===== src/rtl/vga_pkg.sv =====
// Shared VGA pipeline definitions: default 640x480 timing and the house palette indices.
package vga_pkg;

  localparam int H_ACTIVE_DEF = 640;
  localparam int H_FP_DEF     = 16;
  localparam int H_SYNC_DEF   = 96;
  localparam int H_BP_DEF     = 48;
  localparam int V_ACTIVE_DEF = 480;
  localparam int V_FP_DEF     = 10;
  localparam int V_SYNC_DEF   = 2;
  localparam int V_BP_DEF     = 33;

  typedef enum logic [2:0] {
    PAL_SLY     = 3'd0,
    PAL_GRY     = 3'd1,
    PAL_HUF     = 3'd2,
    PAL_RAV     = 3'd3,
    PAL_NEUTRAL = 3'd4
  } house_e;

  // Select bits are {ravenclaw, hufflepuff, gryffindor, slytherin}; lowest set bit wins.
  function automatic house_e house_decode(input logic [3:0] sel);
    house_e r;
    if (sel[0])      r = PAL_SLY;
    else if (sel[1]) r = PAL_GRY;
    else if (sel[2]) r = PAL_HUF;
    else if (sel[3]) r = PAL_RAV;
    else             r = PAL_NEUTRAL;
    return r;
  endfunction

endpackage


===== src/rtl/vga_timing_gen.sv =====
// Pixel/line counters with combinational decode of syncs, visible area, image window and frame edges.
// All decode outputs describe the counter value currently held (stage S0).
module vga_timing_gen
  import vga_pkg::*;
#(
  parameter int H_ACTIVE = H_ACTIVE_DEF,
  parameter int H_FP     = H_FP_DEF,
  parameter int H_SYNC   = H_SYNC_DEF,
  parameter int H_BP     = H_BP_DEF,
  parameter int V_ACTIVE = V_ACTIVE_DEF,
  parameter int V_FP     = V_FP_DEF,
  parameter int V_SYNC   = V_SYNC_DEF,
  parameter int V_BP     = V_BP_DEF,
  parameter int WIN_X0   = 120,
  parameter int WIN_X1   = 519,
  parameter int WIN_Y0   = 40,
  parameter int WIN_Y1   = 439
) (
  input  logic clk,
  input  logic i_rst,
  output logic vis,
  output logic win,
  output logic hs,
  output logic vs,
  output logic frame_start,
  output logic frame_end
);

  localparam int H_TOTAL = H_ACTIVE + H_FP + H_SYNC + H_BP;
  localparam int V_TOTAL = V_ACTIVE + V_FP + V_SYNC + V_BP;
  localparam int HW = $clog2(H_TOTAL);
  localparam int VW = $clog2(V_TOTAL);

  localparam logic [HW-1:0] H_LAST = HW'(H_TOTAL - 1);
  localparam logic [VW-1:0] V_LAST = VW'(V_TOTAL - 1);
  localparam logic [HW-1:0] H_ACT  = HW'(H_ACTIVE);
  localparam logic [VW-1:0] V_ACT  = VW'(V_ACTIVE);
  localparam logic [HW-1:0] HS_BEG = HW'(H_ACTIVE + H_FP);
  localparam logic [HW-1:0] HS_END = HW'(H_ACTIVE + H_FP + H_SYNC - 1);
  localparam logic [VW-1:0] VS_BEG = VW'(V_ACTIVE + V_FP);
  localparam logic [VW-1:0] VS_END = VW'(V_ACTIVE + V_FP + V_SYNC - 1);
  localparam logic [HW-1:0] WX0    = HW'(WIN_X0);
  localparam logic [HW-1:0] WX1    = HW'(WIN_X1);
  localparam logic [VW-1:0] WY0    = VW'(WIN_Y0);
  localparam logic [VW-1:0] WY1    = VW'(WIN_Y1);

  logic [HW-1:0] h_cnt;
  logic [VW-1:0] v_cnt;

  always_ff @(posedge clk or negedge i_rst) begin
    if (!i_rst) begin
      h_cnt <= '0;
      v_cnt <= '0;
    end else if (h_cnt == H_LAST) begin
      h_cnt <= '0;
      v_cnt <= (v_cnt == V_LAST) ? '0 : v_cnt + VW'(1);
    end else begin
      h_cnt <= h_cnt + HW'(1);
    end
  end

  assign vis = (h_cnt < H_ACT) && (v_cnt < V_ACT);
  assign hs  = !((h_cnt >= HS_BEG) && (h_cnt <= HS_END));
  assign vs  = !((v_cnt >= VS_BEG) && (v_cnt <= VS_END));
  // Both axes must be inside the window; an OR here lets whole rows leak into the image.
  assign win = vis && (h_cnt >= WX0) && (h_cnt <= WX1) && (v_cnt >= WY0) && (v_cnt <= WY1);
  assign frame_start = (h_cnt == '0) && (v_cnt == '0);
  assign frame_end   = (h_cnt == H_LAST) && (v_cnt == V_LAST);

endmodule


===== src/rtl/vga_layer_pipeline.sv =====
// VGA layer pipeline: timing, windowed image addressing, house background, palette lookup; 4-clk aligned output.
// Optional VGA_FADE_EN: per-frame fade-in of the colour after a house change.
module vga_layer_pipeline
  import vga_pkg::*;
#(
  parameter int H_ACTIVE = H_ACTIVE_DEF,
  parameter int H_FP     = H_FP_DEF,
  parameter int H_SYNC   = H_SYNC_DEF,
  parameter int H_BP     = H_BP_DEF,
  parameter int V_ACTIVE = V_ACTIVE_DEF,
  parameter int V_FP     = V_FP_DEF,
  parameter int V_SYNC   = V_SYNC_DEF,
  parameter int V_BP     = V_BP_DEF,
  parameter int WIN_X0   = 120,
  parameter int WIN_X1   = 519,
  parameter int WIN_Y0   = 40,
  parameter int WIN_Y1   = 439,
  parameter int ADDR_W   = 19,
  parameter int IDX_W    = 8,
  parameter int CW       = 8
) (
  input  logic              clk,
  input  logic              i_rst,
  input  logic [3:0]        i_house,
  output logic [ADDR_W-1:0] o_img_addr,
  input  logic [IDX_W-1:0]  i_img_idx,
  output logic [IDX_W-1:0]  o_pal_addr,
  input  logic [3*CW-1:0]   i_pal_data,
  output logic              o_hs,
  output logic              o_vs,
  output logic              o_blank_n,
  output logic [CW-1:0]     o_r,
  output logic [CW-1:0]     o_g,
  output logic [CW-1:0]     o_b,
  output logic              o_frame
);

  logic vis, win, hs, vs, frame_start, frame_end;

  vga_timing_gen #(
    .H_ACTIVE(H_ACTIVE), .H_FP(H_FP), .H_SYNC(H_SYNC), .H_BP(H_BP),
    .V_ACTIVE(V_ACTIVE), .V_FP(V_FP), .V_SYNC(V_SYNC), .V_BP(V_BP),
    .WIN_X0(WIN_X0), .WIN_X1(WIN_X1), .WIN_Y0(WIN_Y0), .WIN_Y1(WIN_Y1)
  ) u_timing (
    .clk        (clk),
    .i_rst      (i_rst),
    .vis        (vis),
    .win        (win),
    .hs         (hs),
    .vs         (vs),
    .frame_start(frame_start),
    .frame_end  (frame_end)
  );

  // The address register runs alongside the counters, so it already holds this pixel's address in S0.
  always_ff @(posedge clk or negedge i_rst) begin
    if (!i_rst)         o_img_addr <= '0;
    else if (frame_end) o_img_addr <= '0;
    else if (win)       o_img_addr <= o_img_addr + ADDR_W'(1);
  end

  // Sampling only at pixel (0,0) keeps a whole frame on one background colour.
  house_e house_q;
  always_ff @(posedge clk or negedge i_rst) begin
    if (!i_rst)           house_q <= PAL_NEUTRAL;
    else if (frame_start) house_q <= house_decode(i_house);
  end

  logic [3:0] vis_p, hs_p, vs_p, fr_p;
  logic       win_d;

  always_ff @(posedge clk or negedge i_rst) begin
    if (!i_rst) begin
      vis_p <= '0;
      hs_p  <= '1;
      vs_p  <= '1;
      fr_p  <= '0;
      win_d <= 1'b0;
    end else begin
      vis_p <= {vis_p[2:0], vis};
      hs_p  <= {hs_p[2:0], hs};
      vs_p  <= {vs_p[2:0], vs};
      fr_p  <= {fr_p[2:0], frame_start};
      win_d <= win;
    end
  end

  assign o_blank_n = vis_p[3];
  assign o_hs      = hs_p[3];
  assign o_vs      = vs_p[3];
  assign o_frame   = fr_p[3];

  always_ff @(posedge clk or negedge i_rst) begin
    if (!i_rst) o_pal_addr <= '0;
    else        o_pal_addr <= win_d ? i_img_idx : IDX_W'(house_q);
  end

`ifdef VGA_FADE_EN
  logic [4:0] level;

  always_ff @(posedge clk or negedge i_rst) begin
    if (!i_rst) begin
      level <= 5'd16;
    end else if (frame_start) begin
      if (house_decode(i_house) != house_q) level <= 5'd0;
      else if (level < 5'd16)               level <= level + 5'd1;
    end
  end

  // level 16 multiplies by 16 and shifts back out, passing the colour through unchanged.
  function automatic logic [CW-1:0] fade(input logic [CW-1:0] c, input logic [4:0] lvl);
    logic [CW+4:0] prod;
    prod = {5'd0, c} * {{CW{1'b0}}, lvl};
    return CW'(prod >> 4);
  endfunction

  always_ff @(posedge clk or negedge i_rst) begin
    if (!i_rst) begin
      o_r <= '0;
      o_g <= '0;
      o_b <= '0;
    end else if (vis_p[2]) begin
      o_r <= fade(i_pal_data[CW-1:0], level);
      o_g <= fade(i_pal_data[2*CW-1:CW], level);
      o_b <= fade(i_pal_data[3*CW-1:2*CW], level);
    end else begin
      o_r <= '0;
      o_g <= '0;
      o_b <= '0;
    end
  end
`else
  always_ff @(posedge clk or negedge i_rst) begin
    if (!i_rst) begin
      o_r <= '0;
      o_g <= '0;
      o_b <= '0;
    end else if (vis_p[2]) begin
      o_r <= i_pal_data[CW-1:0];
      o_g <= i_pal_data[2*CW-1:CW];
      o_b <= i_pal_data[3*CW-1:2*CW];
    end else begin
      o_r <= '0;
      o_g <= '0;
      o_b <= '0;
    end
  end
`endif

endmodule

===== config.mk =====
export PLATFORM = sky130hd
export DESIGN_NAME = vga_layer_pipeline
export DESIGN_NICKNAME = d
export VERILOG_FILES = /design/src/rtl/vga_pkg.sv /design/src/rtl/vga_timing_gen.sv /design/src/rtl/vga_layer_pipeline.sv
export SDC_FILE = /design/constraint.sdc
export NUM_CORES = 1
export LEC_CHECK = 0
export CAP_MARGIN = 20
export CELL_PAD_IN_SITES_DETAIL_PLACEMENT = 1
export CELL_PAD_IN_SITES_GLOBAL_PLACEMENT = 2
export CORE_MARGIN = 10
export CORE_UTILIZATION = 28
export DETAILED_ROUTE_END_ITERATION = 8
export MAX_ROUTING_LAYER = met4
export PLACE_DENSITY_LB_ADDON = 0.1
export SYNTH_ARGS = -nofsm -noshare
export SYNTH_HDL_FRONTEND = slang
export SYNTH_SLANG_ARGS = --single-unit
export TNS_END_PERCENT = 50

===== constraint.sdc =====
create_clock -name clk -period 2.1 [get_ports clk]
set_input_delay 0.21 -clock clk [delete_from_list [all_inputs] [get_ports clk]]
set_output_delay 0.21 -clock clk [all_outputs]
set_load 0.005 [all_outputs]

==> reports/metrics.yaml <==
coreArea_um2: 13300
cts_resized: 0
die_height_um: 137
status: "complete, no violations"
io_pins: 93
synth_seq_area_share: 0.601
grt_pass1_wl_mm: 17.0
antenna_found_initial: 0
max_freq_ghz: 0.504
cts_max_level: 3
root_buffer: "clkbuf_16"
skew_ps: 4.50
dieArea_um2: 18700
nets: 494
fin_util: 0.406
hold_violations: 0
dp_hpwl_mm: 7.57
post_cts_buffers: 0
drtAntennaViolNets: 0
grt_use_total: 0.119
p_leak_nw: 2.34
yosysTopAreaCell: "dfrtp_1"
required_ps: 2360
cp.arrival_ps: 2250
slew_viol_final: 0
cts_made_buffers: 9
maxCapViolCount: 0
synth_fp_nets: 383
synth.distinct_cells: 41
syn2layout_area_growth_pct: 41.7
gpl.final_weighted_congestion: 0.764
finalSetupViolCount: 0
dpl.cell_count: 615
synth-seq-cells: 91
io_buffer_count: 92
ff2ff_path_depth: 6
setup-tns-final_ps: 0
reg2reg_slack_ps: 120
drive_gt1_frac: 0.127
start_kind: "flip-flop"
hold_class: "in2async"
hold_buffers: 1
netlist_top_cells_count: "82 x dfrtp_1, 31 x and2_1, 28 x nand2_1, 18 x nor2_1"
wl_per_cell_um: 16.4
drtIter0Drc: 156
synthFlopType: "dfrtp_1"
drc: 0
r2r_start: "u_timing.h_cnt[4]$_DFF_PN0_"
timing.slew.headroom: 0.618
clk_pin_slew_ps: 60
die_w_um: 137
worstMarginPinSlew_ps: 572
insertion_delay_ps: 340
final_min_period_over_clock_period: 0.944
async_flop_share: 1.00
r2r-end: "o_img_addr[7]$_DFFE_PN0P_"
rows: 42
rsz0062_at_grt: "false"
via_count: 2937
antennaDiodeCount: 0
critPathKind: "reg2reg"
cts_tree: "built"
netlist_area_um2: 3810
grt_max_degree: 53
yosysWarnings: 0
overflow: 0
end_kind: "flip-flop"
yosysTopAreaCellShare: 0.539
finalWirelength_mm: 10.4
viasPerCell: 4.65
vdd_drop_max_mv: 0.272
grt_pass1_vias: 3191
power.density_nw_per_um2: 705
start_util: 0.286
min_period_ps: 1980
cts_buffer_depth: 2
yosys-top-cells-area: "dfrtp_1 54%, dfstp_2 6.2%, and2_1 5.1%, nand2_1 2.8%, and3_1 2.5%"
yosysMostFrequentCell: "dfrtp_1"
synth_enable_flop_cells: 0
path_max_fanout: 26
synth_cells: 340
cts.sinks: 91
layout.cells.non_filler: 631
first_pass_iters: 4
syn_area_per_cell_um2: 11.2
[cell usage in the layout, fill, tap and decap left out, types with 9 or more instances in the layout]
cell              n
nand2_1          28
nand3_1          14
nor3_1           15
nor2_1           18
dfrtp_1          82
dfstp_2           9
a21oi_1          10
buf_4            20
clkdlybuf4s50_1  91
clkbuf_16         9
o21ai_0          13
and3_1           15
and2_1           31
[final cells by class]
type | instances | area, um2
Sequential cell | 91 | 2290
Clock inverter | 6 | 105
Fill cell | 1450 | 7900
Multi-Input combinational cell | 226 | 1410
Clock buffer | 9 | 225
Timing Repair Buffer | 114 | 1110
Inverter | 9 | 33.8
Tap cell | 176 | 220
[cells by family (layout without fill, tap and decap cells)]
| logic type | after synthesis | count (layout) | share of synthesized area |
|---|---|---|---|
| DFF | 91 | 91 | 0.601 |
| adders and majority gates | 5 | 5 | 0.0164 |
| xor gates and xnor gates | 10 | 10 | 0.0230 |
| AOI/OAI and AO/OA | 48 | 48 | 0.0877 |
| buffers and inverters | 23 | 138 | 0.0286 |
| muxes | 7 | 7 | 0.0204 |
| and+or+nand+nor | 156 | 156 | 0.223 |
[critical path, cell delays in order (launching register included)]
cell and delay [ps]:
dfrtp_1 410, nor3_1 280, a32o_1 220, o221ai_4 130, buf_12 190, or4_1 510
a21oi_1 160
[metal layers]
metal / track usage / routed length, um / up-vias
met2: 0.173 / 4380 / 78
met5: - / 0 / -
met3: 0.0271 / 577 / 11
met4: 0.0479 / 159 / 0
met1: 0.157 / 5260 / 1431
li1: - / - / 1417
[metrics by stage]
stage | hold slack [ps] | setup slack [ps] | area, um2 | total power, mW
after floorplan | -85.6 | 118 | 3810 | 1.85
final | 319 | 117 | 5400 | 3.81
after global placement | 139 | 191 | 5050 | 2.02
after CTS | 319 | 118 | 5400 | 3.88
after detailed placement | 141 | 145 | 5050 | 2.02
after global routing | 331 | 14.2 | 5400 | 3.98
[worst max-delay path by stage]
stage / startpoint / end / slack [ps] / cells past startpoint
after floorplan: u_timing.h_cnt[4]$_DFF_PN0_ / o_img_addr[17]$_DFFE_PN0P_ / 120 / 9
after global placement: u_timing.h_cnt[4]$_DFF_PN0_ / o_img_addr[8]$_DFFE_PN0P_ / 190 / 6
after detailed placement: u_timing.h_cnt[4]$_DFF_PN0_ / o_img_addr[7]$_DFFE_PN0P_ / 140 / 6
after CTS: u_timing.h_cnt[4]$_DFF_PN0_ / o_img_addr[8]$_DFFE_PN0P_ / 120 / 6
after global routing: u_timing.h_cnt[0]$_DFF_PN0_ / o_img_addr[4]$_DFFE_PN0P_ / 10 / 7
final: u_timing.h_cnt[4]$_DFF_PN0_ / o_img_addr[7]$_DFFE_PN0P_ / 120 / 6
[power breakdown]
part	internal (mW)	switching (mW)	leakage, nW
registers	1.78	0.00770	1.14
clock network	1.15	0.672	0.165
logic	0.125	0.0680	1.03
total	3.06	0.748	2.34
[flip-flops by register name (all words and copies together), names as in the netlist]
signal	count
o_img_addr	19
u_timing.h_cnt	10
u_timing.v_cnt	10
o_b	8
o_g	8
o_pal_addr	8
o_r	8
fr_p	4
hs_p	4
vis_p	4
vs_p	4
house_q	3
win_d	1
(Power assumes the default switching activity.)
